## config.mk

```make
export PLATFORM = sky130hd
export DESIGN_NAME = rf_exec_unit
export DESIGN_NICKNAME = d
export VERILOG_FILES = /design/src/rtl/rf_exec_pkg.sv /design/src/rtl/rf_exec_seqmul.sv /design/src/rtl/rf_exec_unit.sv
export SDC_FILE = /design/constraint.sdc
export NUM_CORES = 1
export LEC_CHECK = 0
export ABC_AREA = 1
export CORE_UTILIZATION = 50
export DETAILED_ROUTE_END_ITERATION = 12
export HOLD_SLACK_MARGIN = 0.06
export PLACE_DENSITY = 0.69
export SLEW_MARGIN = 0
export SYNTH_ARGS = -nofsm -noshare
export SYNTH_HDL_FRONTEND = slang
export SYNTH_SLANG_ARGS = --single-unit
```

## constraint.sdc

```tcl
create_clock -name clk -period 2.64 [get_ports clk]
set_input_delay 0.264 -clock clk [delete_from_list [all_inputs] [get_ports clk]]
set_output_delay 0.264 -clock clk [all_outputs]
set_load 0.02 [all_outputs]
```

## src/rtl/rf_exec_pkg.sv

```systemverilog
// Shared definitions for the rf_exec_unit slice: datapath defaults, opcodes and FSM states.
package rf_exec_pkg;

   localparam int RF_WIDTH = 16;
   localparam int RF_AW    = 2;

   localparam logic [2:0] OP_ADD = 3'd0;
   localparam logic [2:0] OP_SUB = 3'd1;
   localparam logic [2:0] OP_AND = 3'd2;
   localparam logic [2:0] OP_OR  = 3'd3;
   localparam logic [2:0] OP_XOR = 3'd4;
   localparam logic [2:0] OP_MOV = 3'd5;
   localparam logic [2:0] OP_MUL = 3'd6;
   localparam logic [2:0] OP_SHL = 3'd7;

   typedef enum logic [1:0] {ST_IDLE, ST_READ, ST_EXEC, ST_WB} state_t;

endpackage

```

## src/rtl/rf_exec_seqmul.sv

```systemverilog
// Iterative shift-add multiplier for rf_exec_unit; only built when RF_EXEC_MUL_EN is defined.
`ifdef RF_EXEC_MUL_EN
module rf_exec_seqmul
   import rf_exec_pkg::*;
#(
   parameter int WIDTH = RF_WIDTH
) (
   input  logic                 clk,
   input  logic                 rst_n,
   input  logic                 start,
   input  logic [WIDTH-1:0]     a,
   input  logic [WIDTH-1:0]     b,
   output logic                 busy,
   output logic [2*WIDTH-1:0]   product
);

   localparam int CW = $clog2(WIDTH);

   logic [2*WIDTH-1:0] mcand;
   logic [WIDTH-1:0]   mplier;
   logic [CW-1:0]      cnt;

   // The start edge performs iteration 0, so WIDTH iterations finish WIDTH-1 edges later.
   always_ff @(posedge clk or negedge rst_n) begin
      if (!rst_n) begin
         mcand   <= '0;
         mplier  <= '0;
         product <= '0;
         cnt     <= '0;
         busy    <= 1'b0;
      end else if (start) begin
         mcand   <= {{WIDTH{1'b0}}, a} << 1;
         mplier  <= b >> 1;
         product <= b[0] ? {{WIDTH{1'b0}}, a} : '0;
         cnt     <= CW'(WIDTH - 1);
         busy    <= 1'b1;
      end else if (busy) begin
         if (mplier[0]) product <= product + mcand;
         mcand  <= mcand << 1;
         mplier <= mplier >> 1;
         cnt    <= cnt - 1'b1;
         if (cnt == CW'(1)) busy <= 1'b0;
      end
   end

endmodule
`endif

```

## src/rtl/rf_exec_unit.sv

```systemverilog
// Execute/write-back stage around the 4x16 register file.
// RF_EXEC_MUL_EN enables the 16-cycle MUL; otherwise opcode 6 completes without a write.
module rf_exec_unit
   import rf_exec_pkg::*;
#(
   parameter int WIDTH = RF_WIDTH,
   parameter int AW    = RF_AW
) (
   input  logic             clk,
   input  logic             rst_n,
   input  logic             op_valid,
   output logic             op_ready,
   input  logic [2:0]       opcode,
   input  logic [AW-1:0]    dst,
   input  logic [AW-1:0]    src,
   output logic [AW-1:0]    Laddr,
   output logic [AW-1:0]    Raddr,
   input  logic [WIDTH-1:0] Lout,
   input  logic [WIDTH-1:0] Rout,
   output logic [WIDTH-1:0] in,
   output logic             RFHwrite,
   output logic             RFLwrite,
   output logic             done,
   output logic             flag_z,
   output logic             flag_n,
   output logic             flag_c
);

   state_t           state, state_nx;
   logic [2:0]       op_r;
   logic [WIDTH-1:0] opa, opb;
   logic [3:0]       cnt;
   logic             carry;
   logic             wb_write;
   logic [WIDTH-1:0] alu_res;
   logic             alu_c;

`ifdef RF_EXEC_MUL_EN
   logic               mul_busy;
   logic [2*WIDTH-1:0] mul_product;

   rf_exec_seqmul #(.WIDTH(WIDTH)) u_mul (
      .clk     (clk),
      .rst_n   (rst_n),
      .start   (state == ST_READ && op_r == OP_MUL),
      .a       (Lout),
      .b       (Rout),
      .busy    (mul_busy),
      .product (mul_product)
   );

   assign wb_write = 1'b1;
`else
   assign wb_write = (op_r != OP_MUL);
`endif

   assign op_ready = (state == ST_IDLE);
   assign done     = (state == ST_WB);
   assign RFHwrite = done && wb_write;
   assign RFLwrite = done && wb_write;

   always_comb begin
      alu_res = '0;
      alu_c   = 1'b0;
      case (op_r)
         OP_ADD:  {alu_c, alu_res} = {1'b0, opa} + {1'b0, opb};
         OP_SUB:  begin
            alu_res = opa - opb;
            alu_c   = (opa < opb);
         end
         OP_AND:  alu_res = opa & opb;
         OP_OR:   alu_res = opa | opb;
         OP_XOR:  alu_res = opa ^ opb;
         OP_MOV:  alu_res = opb;
         default: ;
      endcase
   end

   always_ff @(posedge clk or negedge rst_n) begin
      if (!rst_n) state <= ST_IDLE;
      else        state <= state_nx;
   end

   always_comb begin
      state_nx = state;
      case (state)
         ST_IDLE: if (op_valid) state_nx = ST_READ;
         // wb_write is low only for MUL without the multiplier, which skips EXEC
         ST_READ: state_nx = wb_write ? ST_EXEC : ST_WB;
         ST_EXEC: begin
            case (op_r)
               OP_SHL:  if (cnt <= 4'd1) state_nx = ST_WB;
`ifdef RF_EXEC_MUL_EN
               OP_MUL:  if (!mul_busy) state_nx = ST_WB;
`endif
               default: state_nx = ST_WB;
            endcase
         end
         ST_WB:   state_nx = ST_IDLE;
         default: state_nx = ST_IDLE;
      endcase
   end

   always_ff @(posedge clk or negedge rst_n) begin
      if (!rst_n) begin
         op_r   <= '0;
         Laddr  <= '0;
         Raddr  <= '0;
         opa    <= '0;
         opb    <= '0;
         cnt    <= '0;
         carry  <= 1'b0;
         in     <= '0;
         flag_z <= 1'b0;
         flag_n <= 1'b0;
         flag_c <= 1'b0;
      end else begin
         case (state)
            ST_IDLE: if (op_valid) begin
               op_r  <= opcode;
               Laddr <= dst;
               Raddr <= src;
            end
            ST_READ: begin
               opa <= Lout;
               opb <= Rout;
               cnt <= Rout[3:0];
            end
            ST_EXEC: begin
               case (op_r)
                  // one bit per cycle; the final shift lands straight in the result
                  OP_SHL: begin
                     if (cnt == 4'd0) begin
                        in    <= opa;
                        carry <= 1'b0;
                     end else if (cnt == 4'd1) begin
                        in    <= opa << 1;
                        carry <= opa[WIDTH-1];
                     end else begin
                        opa <= opa << 1;
                        cnt <= cnt - 1'b1;
                     end
                  end
`ifdef RF_EXEC_MUL_EN
                  OP_MUL: if (!mul_busy) begin
                     in    <= mul_product[WIDTH-1:0];
                     carry <= |mul_product[2*WIDTH-1:WIDTH];
                  end
`endif
                  default: begin
                     in    <= alu_res;
                     carry <= alu_c;
                  end
               endcase
            end
            ST_WB: if (wb_write) begin
               flag_z <= (in == '0);
               flag_n <= in[WIDTH-1];
               flag_c <= carry;
            end
            default: ;
         endcase
      end
   end

endmodule
```

==> results of run 1 <==
## report_power, final
part	total, mW	internal, mW	switching (mW)
logic	7.33	2.40	4.94
registers	1.94	1.51	0.437
clock network	1.14	0.642	0.495
## layout by cell type (no fill, tap or decap), types with 4 or more instances in the layout
master / count
a21oi_1: 41
clkbuf_16: 9
buf_4: 12
o22ai_1: 25
nor2_1: 69
o211ai_1: 19
o21ai_0: 70
dfrtp_1: 65
nand4_1: 13
a31oi_1: 6
nand2_1: 235
nor3_1: 6
mux2_2: 4
ha_1: 57
clkdlybuf4s50_1: 67
inv_1: 144
nand3_1: 64
## critical path, stage by stage (launching register included)
cell and delay (ns):
dfrtp_1 0.44, inv_1 0.18, nand3_1 0.20, nand2_1 0.31, inv_1 0.12, clkdlybuf4s50_1 0.56
## what timing repair did
item	4_1_cts	5_1_grt
endpoints found under the hold margin	32	0
hold buffers	1	0
buffers inserted	0	0
## registers in the layout, summed over array words and instances (netlist names)
register and cells:
flag_z 1, opb 16, state 2, opa 16, flag_n 1, carry 1, cnt 4, flag_c 1
Laddr 2, op_r 3, Raddr 2, in 16
## cells in the mapped netlist (13+ instances only)
master / number
nand2_1: 235
ha_1: 57
o21ai_0: 70
nor2_1: 69
nand4_1: 13
inv_1: 144
o211ai_1: 19
a21oi_1: 41
dfrtp_1: 65
nand3_1: 64
buf_2: 14
o22ai_1: 25
## through the flow
stage / hold slack, ns / std cells
2_1_floorplan: -0.0316 / 878
3_3_place_gp: 0.390 / 1070
3_5_place_dp: 0.406 / 1070
4_1_cts: 0.476 / 1087
5_1_grt: 0.522 / 1087
6_report: 0.477 / 1087
## kinds of logic after synthesis
family,synth area share (%)
muxes,0.775
AOI/OAI and AO/OA,16.8
and+or+nand+nor,28.4
xor gates and xnor gates,0.301
adders and majority gates,13.0
buffers and inverters,12.8
DFF,28.0
## layer usage
metal	vias to the layer above	track usage, %	wire length (um)	part of all wire (%)
met1	2763	47.8	8930	48
li1	2960	-	-	-
met3	25	8.71	1760	9.4
met5	-	0	0	0
met2	276	45.8	7630	41
met4	0	10.4	307	1.6
## final cells by class
type / instances / share of cell area, %
flip-flops and latches: 65 / 23.6
clock buffers: 9 / 3.27
inverters: 147 / 8.02
repair buffers: 82 / 11.6
well taps: 143 / 2.60
clock inverters: 7 / 0.819
multi-input cells: 634 / 50.1
## worst paths after layout
check | from | endpoint
worst max-delay path | op_r[0] | RFLwrite
worst min-delay path | Rout[6] | opb[6]
worst max register to register | opa[1] | in[9]
worst min register to register | flag_n | flag_n
max in group asynchronous | rst_n | opa[7]
min in group asynchronous | rst_n | in[12]
==> summary.md, run 1 <==
| Metric | Value |
|---|---|
| Drt pass-1 iters | `8` |
| Final setup margin | `0.221 ns` |
| Maximum VDD drop | `0.855 mV` |
| Gate Count Post-Synth | `878` |
| R2R Setup Slk | `0.34 ns` |
| Clock transition at path regs | `0.06 ns` |
| Multi-input logic area | `3440 sq um` |
| Tot Pwr | `10.4 mW` |
| Buffers on Ports | `68` |
| Final min period | `2.42 ns` |
| Hold Path Class | `input pin to flop` |
| Via density | `5.54` |
| H-tree levels | `3` |
| Vias in the first global route | `5560` |
| Ratio of final minimum period to clock period | `91.6%` |
| Yosys cell types | `34` |
| Crit Path Category | `flop to primary output` |
| Placeable Area | `11400 sq um` |
| Post-synth EDFFs | `0` |
| Worst EP required | `2.38 ns` |
| Avg Inst Size Synth | `6.62 sq um` |
| CTS Root Cell | `clkbuf_16` |
| Post_cts resized | `0` |
| Setup violators final | `0` |
| Die width | `110 um` |
| Die Height | `110 um` |
| Final count of hold timing violations | `0` |
| Fin area | `6880 sq um` |
| Syn Nets | `979` |
| Share of layout cells above drive strength 1 | `4.56%` |
| Layout Area Growth over Synthesis | `18.3%` |
| Yosys reg bits | `65` |
| Wirelength, routed | `18.6 mm` |
| Min-Delay Path Depth | `3` |
| Initial antenna violation count | `0` |
| Crit path launch type | `flop` |
| Slew Limit Fails | `0` |
| Deepest clock path buffer count | `2` |
| Wire length per cell | `17.1 um` |
| Total I/O pin count | `69` |
| NumNets Final | `1040` |
| Fillers | `1105` |
| Dpl ws | `0.432 ns` |
| Utilization after layout | `60.5%` |
| Fmax | `413 MHz` |
| Global Route Usage Sum | `32.6%` |
| Ys async rst share | `100%` |
| Detailed placer's ending HPWL | `14.6 mm` |
| Total congestion overflow | `0` |
| Detail Route Antenna Nets | `0` |
| Final clock skew | `0.00568 ns` |
| Ys Warns | `0` |
| PwrDens | `1510 nW/um^2` |
| Status | `completed` |
| CTS buffer count | `9` |
| R2R depth | `13` |
| CP max FO | `6` |
| Post-route DRC | `0` |
| Post-synthesis cell area | `5810 sq um` |
| Max-cap violations | `0` |
| CP arrival | `2.15 ns` |
| Via count of the routed design | `6024` |
| Biggest area consumer among synthesized cells | `dfrtp_1` |
| Cell Rows | `39` |
| 1st-iter DRT viols | `495` |
| Leakage power | `3.44 nW` |
| Worst slew margin | `44.2%` |
| First-pass GRT wire length | `29.0 mm` |
| CTS tree | `built` |
| Sequential share of the synthesized area | `28.0%` |
| Leading post-synthesis cells by cell area | `dfrtp_1 28%, nand2_1 15%, ha_1 12%` |
| RSZ-0062 raised after global routing | `false` |
| Clock Sinks | `65` |
| Clock Latency Late Sink | `0.34 ns` |
| Top_reg_cell synth | `dfrtp_1` |
| Reg area | `1630 sq um` |
| Worst Setup End Kind | `primary output` |
| Initial Util | `51.1%` |
| Largest net degree at the start of global routing | `40` |
| Antenna fix cells | `0` |
| Tightest Pin Transition | `0.837 ns` |
| Setup TNS | `0 ns` |
| Placed inst area | `6590 sq um` |
| Routability Congestion | `1.02` |
| Share of the synthesized area in the top cell type | `28.0%` |
| Die ar. | `12100 sq um` |
(Power assumes the default switching activity.)
==> run 2, diff against run 1 <==
- CORE_MARGIN: unset -> 2
==> summary.md, run 2 (synthesis gave the netlist of run 1 again) <==
| Metric | Value |
|---|---|
| Detail Route Antenna Nets | `0` |
| Leakage power | `3.47 nW` |
| R2R Path End | `in[8]` |
| CTS Hold Bufs | `1` |
| CTS tree | `built` |
| Top flop regs | `in (16), opa (16), opb (16)` |
| Routed length on met2 | `7.72 mm` |
| H-tree levels | `3` |
| Met3 WL | `1.86 mm` |
| Crit Path Category | `flop to primary output` |
| NumNets Final | `1040` |
| Highest-count cells in the layout ignoring fill and taps | `235 x nand2_1, 144 x inv_1, 70 x o21ai_0` |
| Clock Latency Late Sink | `0.34 ns` |
| CTS Root Cell | `clkbuf_16` |
| Initial antenna violation count | `0` |
| Hold Path Class | `flop to flop` |
| Slew Limit Fails | `0` |
| Largest net degree at the start of global routing | `40` |
| Cell Rows | `39` |
| Fmax | `406 MHz` |
| Tot Pwr | `10.6 mW` |
| Worst setup path start | `op_r[0]` |
| CP max FO | `6` |
| Crit path launch type | `flop` |
| Fin area | `6930 sq um` |
| Post-route DRC | `0` |
| Antenna fix cells | `0` |
| R2R Setup Slk | `0.23 ns` |
| RSZ-0062 raised after global routing | `false` |
| Deepest clock path buffer count | `2` |
| Worst Setup End Kind | `primary output` |
| Post_cts resized | `0` |
| Total congestion overflow | `0` |
| Via count of the routed design | `6080` |
| Clock transition at path regs | `0.06 ns` |
| Reg area | `1630 sq um` |
| PwrDens | `1530 nW/um^2` |
| First-pass GRT wire length | `30.6 mm` |
| Status | `completed` |
| CTS buffer count | `9` |
| Total I/O pin count | `69` |
| Wirelength, routed | `18.8 mm` |
| Wire length on met1 | `8.83 mm` |
| Final min period | `2.46 ns` |
| Vias in the first global route | `5926` |
| Placeable Area | `11400 sq um` |
| Ratio of final minimum period to clock period | `93.2%` |
| Die ar. | `12500 sq um` |
| Max-cap violations | `0` |
| Worst EP required | `2.38 ns` |
| Buffers on Ports | `68` |
| Final clock skew | `0.00728 ns` |
| Critical path endpoint | `RFLwrite` |
| Highest Signal Layer | `met4` |
| Via density | `5.59` |
| Global Route Usage Sum | `31.1%` |
| 1st-iter DRT viols | `588` |
| Setup TNS | `0 ns` |
| Wire length per cell | `17.3 um` |
| Tightest Pin Transition | `0.817 ns` |
| Setup violators final | `0` |
| Hold WS | `0.479 ns` |
| Drt pass-1 iters | `7` |
| Detailed placer's ending HPWL | `14.8 mm` |
| Multi-input logic area | `3440 sq um` |
| Worst slew margin | `45.5%` |
| Initial Util | `51.1%` |
| Routability Congestion | `1.04` |
| R2R depth | `9` |
| Leading cell type in the layout, fill and taps excluded | `nand2_1` |
| Final count of hold timing violations | `0` |
| Clock Sinks | `65` |
| Layout Area Growth over Synthesis | `19.1%` |
| Share of layout cells above drive strength 1 | `4.56%` |
| Placed inst area | `6590 sq um` |
| CP arrival | `2.20 ns` |
| Setup bufs post-CTS | `0` |
| Die width | `112 um` |
| Die Height | `112 um` |
| Worst r2r src | `opa[1]` |
| Maximum VDD drop | `0.901 mV` |
| Fillers | `1111` |
run 2: cell types whose count changed in the layout (fill, tap and decap cells not counted):
cell / previous run / this run
clkbuf_8: 0 / 1
inv_8: 1 / 0
clkinv_4: 2 / 1
bufinv_16: 0 / 2
clkinvlp_4: 3 / 1
inv_6: 0 / 1
run 2: critical path: stages (launching register included):
cell,delay [ns]
dfrtp_1,0.46
inv_1,0.15
nand3_1,0.19
nand2_1,0.26
inv_1,0.17
clkdlybuf4s50_1,0.62
run 2: through the flow:
stage / worst slack (ns) / std cells / util (%)
global route: 0.0378 / 1087 / 60.9
finish: 0.178 / 1087 / 60.9
detailed placement: 0.262 / 1070 / 57.9
floorplan: 0.620 / 878 / -
global placement: 0.385 / 1070 / 57.9
CTS: 0.206 / 1087 / 60.9
run 2: cell type report:
type	instances	area share, %
Inverter	147	7.97
Tap cell	143	2.58
Timing Repair Buffer	82	11.5
Multi-Input combinational cell	634	49.7
Clock inverter	6	1.30
Sequential cell	65	23.5
Clock buffer	10	3.45
run 2: per-layer routing:
layer	vias to the layer above	GRT usage (%)
met5	-	0
met1	2817	45.2
met4	0	10.9
met3	27	7.57
met2	276	45.0
li1	2960	-
run 2: worst min path at each step:
| stage | startpoint | end | slack, ns | cells past startpoint |
|---|---|---|---|---|
| CTS | Rout[15] | opb[15] | 0.48 | 3 |
| global placement | rst_n | in[14] | 0.39 | 1 |
| detailed placement | rst_n | in[12] | 0.40 | 1 |
| floorplan | rst_n | Laddr[0] | -0.03 | 0 |
| finish | flag_z | flag_z | 0.48 | 2 |
| global route | flag_c | flag_c | 0.52 | 2 |
run 2: power breakdown:
group / switching, mW / internal [mW] / leakage [nW]
clock: 0.475 / 0.855 / 0.159
sequential: 0.433 / 1.51 / 0.782
combinational: 4.92 / 2.41 / 2.52
==> run 3, diff against run 2 <==
- ABC_CLOCK_PERIOD_IN_PS: unset -> 2640
- CORE_ASPECT_RATIO: unset -> 0.9
- CORE_UTILIZATION: 50 -> 38
- PLACE_DENSITY: 0.69 -> 0.54
==> summary.md, run 3 (synthesis gave the netlist of run 1 again) <==
| Metric | Value |
|---|---|
| CP arrival | `2.60 ns` |
| Worst slew margin | `54.7%` |
| Max-cap violations | `0` |
| Highest Signal Layer | `met4` |
| Die ar. | `16300 sq um` |
| Maximum VDD drop | `0.581 mV` |
| Fillers | `1607` |
| CTS Hold Bufs | `1` |
| Setup violators final | `0` |
| Cell Rows | `42` |
| Crit path launch type | `flop` |
| Die width | `134 um` |
| CTS tree | `built` |
| PwrDens | `1520 nW/um^2` |
| Met3 WL | `1.49 mm` |
| Leading cell type in the layout, fill and taps excluded | `nand2_1` |
| Deepest clock path buffer count | `2` |
| H-tree levels | `3` |
| RSZ-0062 raised after global routing | `false` |
| CP max FO | `5` |
| Setup bufs post-CTS | `0` |
| Layout Area Growth over Synthesis | `20.3%` |
| Wire length per cell | `17.1 um` |
| Worst EP required | `2.87 ns` |
| Global Route Usage Sum | `24.8%` |
| CTS Root Cell | `clkbuf_16` |
| CTS buffer count | `9` |
| Buffers on Ports | `68` |
| Worst Setup End Kind | `flop` |
| Clock Latency Late Sink | `0.34 ns` |
| Share of layout cells above drive strength 1 | `4.76%` |
| Placeable Area | `14800 sq um` |
| Leakage power | `3.47 nW` |
| Total I/O pin count | `69` |
| Crit Path Category | `flop to flop` |
| Tightest Pin Transition | `0.678 ns` |
| Fin area | `7000 sq um` |
| Via count of the routed design | `5923` |
| Total congestion overflow | `0` |
| First-pass GRT wire length | `30.5 mm` |
| Antenna fix cells | `0` |
| Detailed placer's ending HPWL | `15.9 mm` |
| Final min period | `2.37 ns` |
| Wire length on met1 | `10.3 mm` |
| Highest-count cells in the layout ignoring fill and taps | `235 x nand2_1, 144 x inv_1, 70 x o21ai_0` |
| Hold Path Class | `input pin to async pin` |
| Final Non-Filler Cells | `1144` |
| Cells after DPL | `1127` |
| Status | `completed` |
| Final count of hold timing violations | `0` |
| Setup TNS | `0 ns` |
| Multi-input logic area | `3440 sq um` |
| Routability Congestion | `0.911` |
| Placed inst area | `6660 sq um` |
| NumNets Final | `1042` |
| Clock transition at path regs | `0.06 ns` |
| Fmax | `422 MHz` |
| Top flop regs | `in (16), opa (16), opb (16)` |
| Initial antenna violation count | `0` |
| Largest net degree at the start of global routing | `40` |
| Post-route DRC | `0` |
| Slew Limit Fails | `0` |
| Final clock skew | `0.00829 ns` |
| Routed length on met2 | `7.60 mm` |
| Detail Route Antenna Nets | `0` |
| Drt pass-1 iters | `5` |
| 1st-iter DRT viols | `488` |
| R2R Setup Slk | `0.27 ns` |
| Tot Pwr | `10.6 mW` |
| Reg area | `1630 sq um` |
| Clock Sinks | `65` |
| Utilization after layout | `47.2%` |
| Post_cts resized | `0` |
| Wirelength, routed | `19.5 mm` |
| Ratio of final minimum period to clock period | `89.8%` |
| Via density | `5.18` |
| Vias in the first global route | `5546` |
| Initial Util | `39.2%` |
| Die Height | `121 um` |
==> run 3: cell types whose count changed in the layout (fill, tap and decap cells not counted) <==
cell,before,now
buf_12,1,0
buf_4,12,15
==> run 3: report_power, final <==
| part | switching [mW] | internal [mW] |
|---|---|---|
| Combinational | 4.97 | 2.41 |
| Sequential | 0.438 | 1.51 |
| Clock | 0.475 | 0.855 |
==> run 3: cell type report <==
cell class              instances  share of cell area (%)
clock buffers                  10                    3.42
multi-input cells             634                    49.2
inverters                     147                    7.89
well taps                     198                    3.54
flip-flops and latches         65                    23.2
clock inverters                 6                    1.29
repair buffers                 84                    11.4
==> run 3: per-stage QoR <==
stage / setup slack [ns] / hold WS (ns)
finish: 0.270 / 0.240
global placement: 0.338 / 0.0670
global route: 0.143 / 0.237
CTS: 0.272 / 0.232
detailed placement: 0.337 / 0.0627
floorplan: 0.620 / -0.0316
==> run 3: worst paths after layout <==
check	startpoint	to	depth (start not counted)
worst max-delay path	opa[0]	in[6]	12
worst min-delay path	rst_n	in[13]	2
worst max register to register	opa[0]	in[6]	12
worst min register to register	flag_c	flag_c	2
max in group asynchronous	rst_n	opb[4]	3
min in group clk	flag_c	flag_c	2
==> run 3: critical path, stage by stage (launching register included) <==
cell	delay (ns)
dfrtp_1	0.39
inv_1	0.17
ha_1	0.21
inv_1	0.09
fa_1	0.45
nand3_1	0.12
nand3_1	0.16
nand2_1	0.10
nand2_1	0.04
o21ai_0	0.21
nand4_1	0.17
nand2_1	0.10
nand2_1	0.05
==> run 3: layer usage <==
layer | vias up | GRT usage (%)
met5 | - | 0
met4 | 0 | 5.33
met3 | 19 | 6.14
met2 | 209 | 33.9
met1 | 2732 | 38.7
li1 | 2963 | -
==> RTL change (flow settings as in run 1) <==
Re-encode `state_t` (4 states) as one-hot, 4 bits wide.
--- a/src/rtl/rf_exec_pkg.sv
+++ b/src/rtl/rf_exec_pkg.sv
@@ -13,7 +13,7 @@
    localparam logic [2:0] OP_MUL = 3'd6;
    localparam logic [2:0] OP_SHL = 3'd7;
 
-   typedef enum logic [1:0] {ST_IDLE, ST_READ, ST_EXEC, ST_WB} state_t;
+   typedef enum logic [3:0] {ST_IDLE = 4'b0001, ST_READ = 4'b0010, ST_EXEC = 4'b0100, ST_WB = 4'b1000} state_t;
 
 endpackage
 
Function: no difference found for any inputs over 4 cycles, from zero or initial values and one cycle with rst_n low; so few cycles prove little.
==> RTL change against run 1 <==
  * Sequential cell count is 2 higher
  * Worst setup slack worse by 97 ps
  * Synthesized cell count is 0.91% higher
  * Non-clock buffer count is 6 higher
  * Routed wire length is 9.9% higher
  * Design area is 1.3% higher
  * Combinational power is 3.0% lower
  * Total power is 0.66% lower
  * Count of clock-buffer cells in the layout stayed put
  * Synthesized area is 0.26% higher
==> RTL change: results (changes against run 1) <==
stage,metric,value,unit,change
place,Place WS,264,ps,-168 ps
pwr,Worst VDD drop,0.000696,V,-19%
grt,largest net degree at the start of global routing,41,,+2.5%
routing,Starting DRT DRC Count,577,,+17%
setup_path,Reg2Reg Launch Point,opa[0],,
status,status,"complete, no violations",,
final_layout,Final #Nets,1051,,+1.1%
routing,Vias/cell,5.71,,+3.0%
logic_synthesis,Compound-Gate Fraction of Synth Area,0.164,,-0.00365
routing,DRT Pass-1 Iters,6,,-2
setup_path,Crit Reg-Reg Endpoint,in[4],,
timing,Tightest Pin Transition,621,ps,-217 ps
grt,GRT Overall Usage,0.361,,+0.0346
setup_path,CP arrival,2250,ps,+100 ps
grt,antenna violations before repair,1,,+1
final_layout,share of post-route cells with drive strength above 1,0.0532,,+0.00763
grt,vias in the first global route,5956,,+7.1%
logic_synthesis,Post-Synth Adder-Cell Area,0.121,,-0.00892
timing,Worst Clk Skew,10.4,ps,+4.71 ps
setup_path,worst reg2reg path depth,12,,-1
worst_hold_path,worst min path class,in -> async,,
logic_synthesis,Synth top cells by count,"nand2_1 (238), inv_1 (138), nor2_1 (84)",,
logic_synthesis,Yosys top cell area share,0.283,,+0.00357
setup_path,R2R Setup Slk,190,ps,-150 ps
logic_synthesis,Post-Synth XOR/XNOR Area,0.00300,,-0.00000776
place,DP Area,6680,sq um,+1.3%
logic_synthesis,synth unique cells,45,,+32%
grt,first-pass GRT wire length,31900,microns,+10%
RTL change: how the worst min path moves through the flow:
stage | slack (ps) | to | from | cells past startpoint
after floorplan | -30 | Laddr[0] | rst_n | 0
after global placement | 120 | opb[12] | rst_n | 1
after detailed placement | 130 | opb[13] | rst_n | 1
after CTS | 300 | opb[12] | rst_n | 2
after global routing | 320 | opb[12] | rst_n | 2
final | 290 | opb[12] | rst_n | 2
RTL change: where the power goes:
group	leakage (uW)	switching, uW	internal, uW
logic	0.00260	4760	2350
registers	0.000807	508	1520
clock network	0.000131	552	651
total	0.00354	5820	4520
RTL change: layer usage:
layer  share of wire  global-route usage  vias up
li1                -                   -     3008
met1            0.46               0.522     2918
met2            0.41               0.513      322
met3            0.11              0.0917       39
met4           0.023               0.132        2
met5         0.00044                   0        -
RTL change: cells by family (layout without fill, tap and decap cells):
| kind of cell | after synthesis | count (layout) |
|---|---|---|
| AND/OR/NAND/NOR | 422 | 422 |
| buffers and inverters | 173 | 246 |
| AO/OA/AOI/OAI | 167 | 167 |
| flip-flops | 67 | 67 |
| adder cells (fa/ha/maj) | 55 | 55 |
| XOR/XNOR | 2 | 2 |
RTL change: repair_timing:
item / 4_1_cts / 5_1_grt
buffers inserted: 0 / 0
hold buffers: 1 / 0
hold endpoints to repair: 8 / 0
resized for setup: 0 / 0
RTL change: cell type report:
class	instances	share of cell area
Clock buffer	9	0.0323
Clock inverter	7	0.00862
Inverter	142	0.0765
Multi-Input combinational cell	646	0.496
Sequential cell	67	0.241
Tap cell	143	0.0257
Timing Repair Buffer	88	0.121
RTL change: per-stage QoR:
| step | utilization | cells |
|---|---|---|
| after global routing | 0.613 | 1102 |
| after global placement | 0.587 | 1085 |
| after CTS | 0.613 | 1102 |
| after floorplan | - | 886 |
| final | 0.613 | 1102 |
| after detailed placement | 0.587 | 1085 |
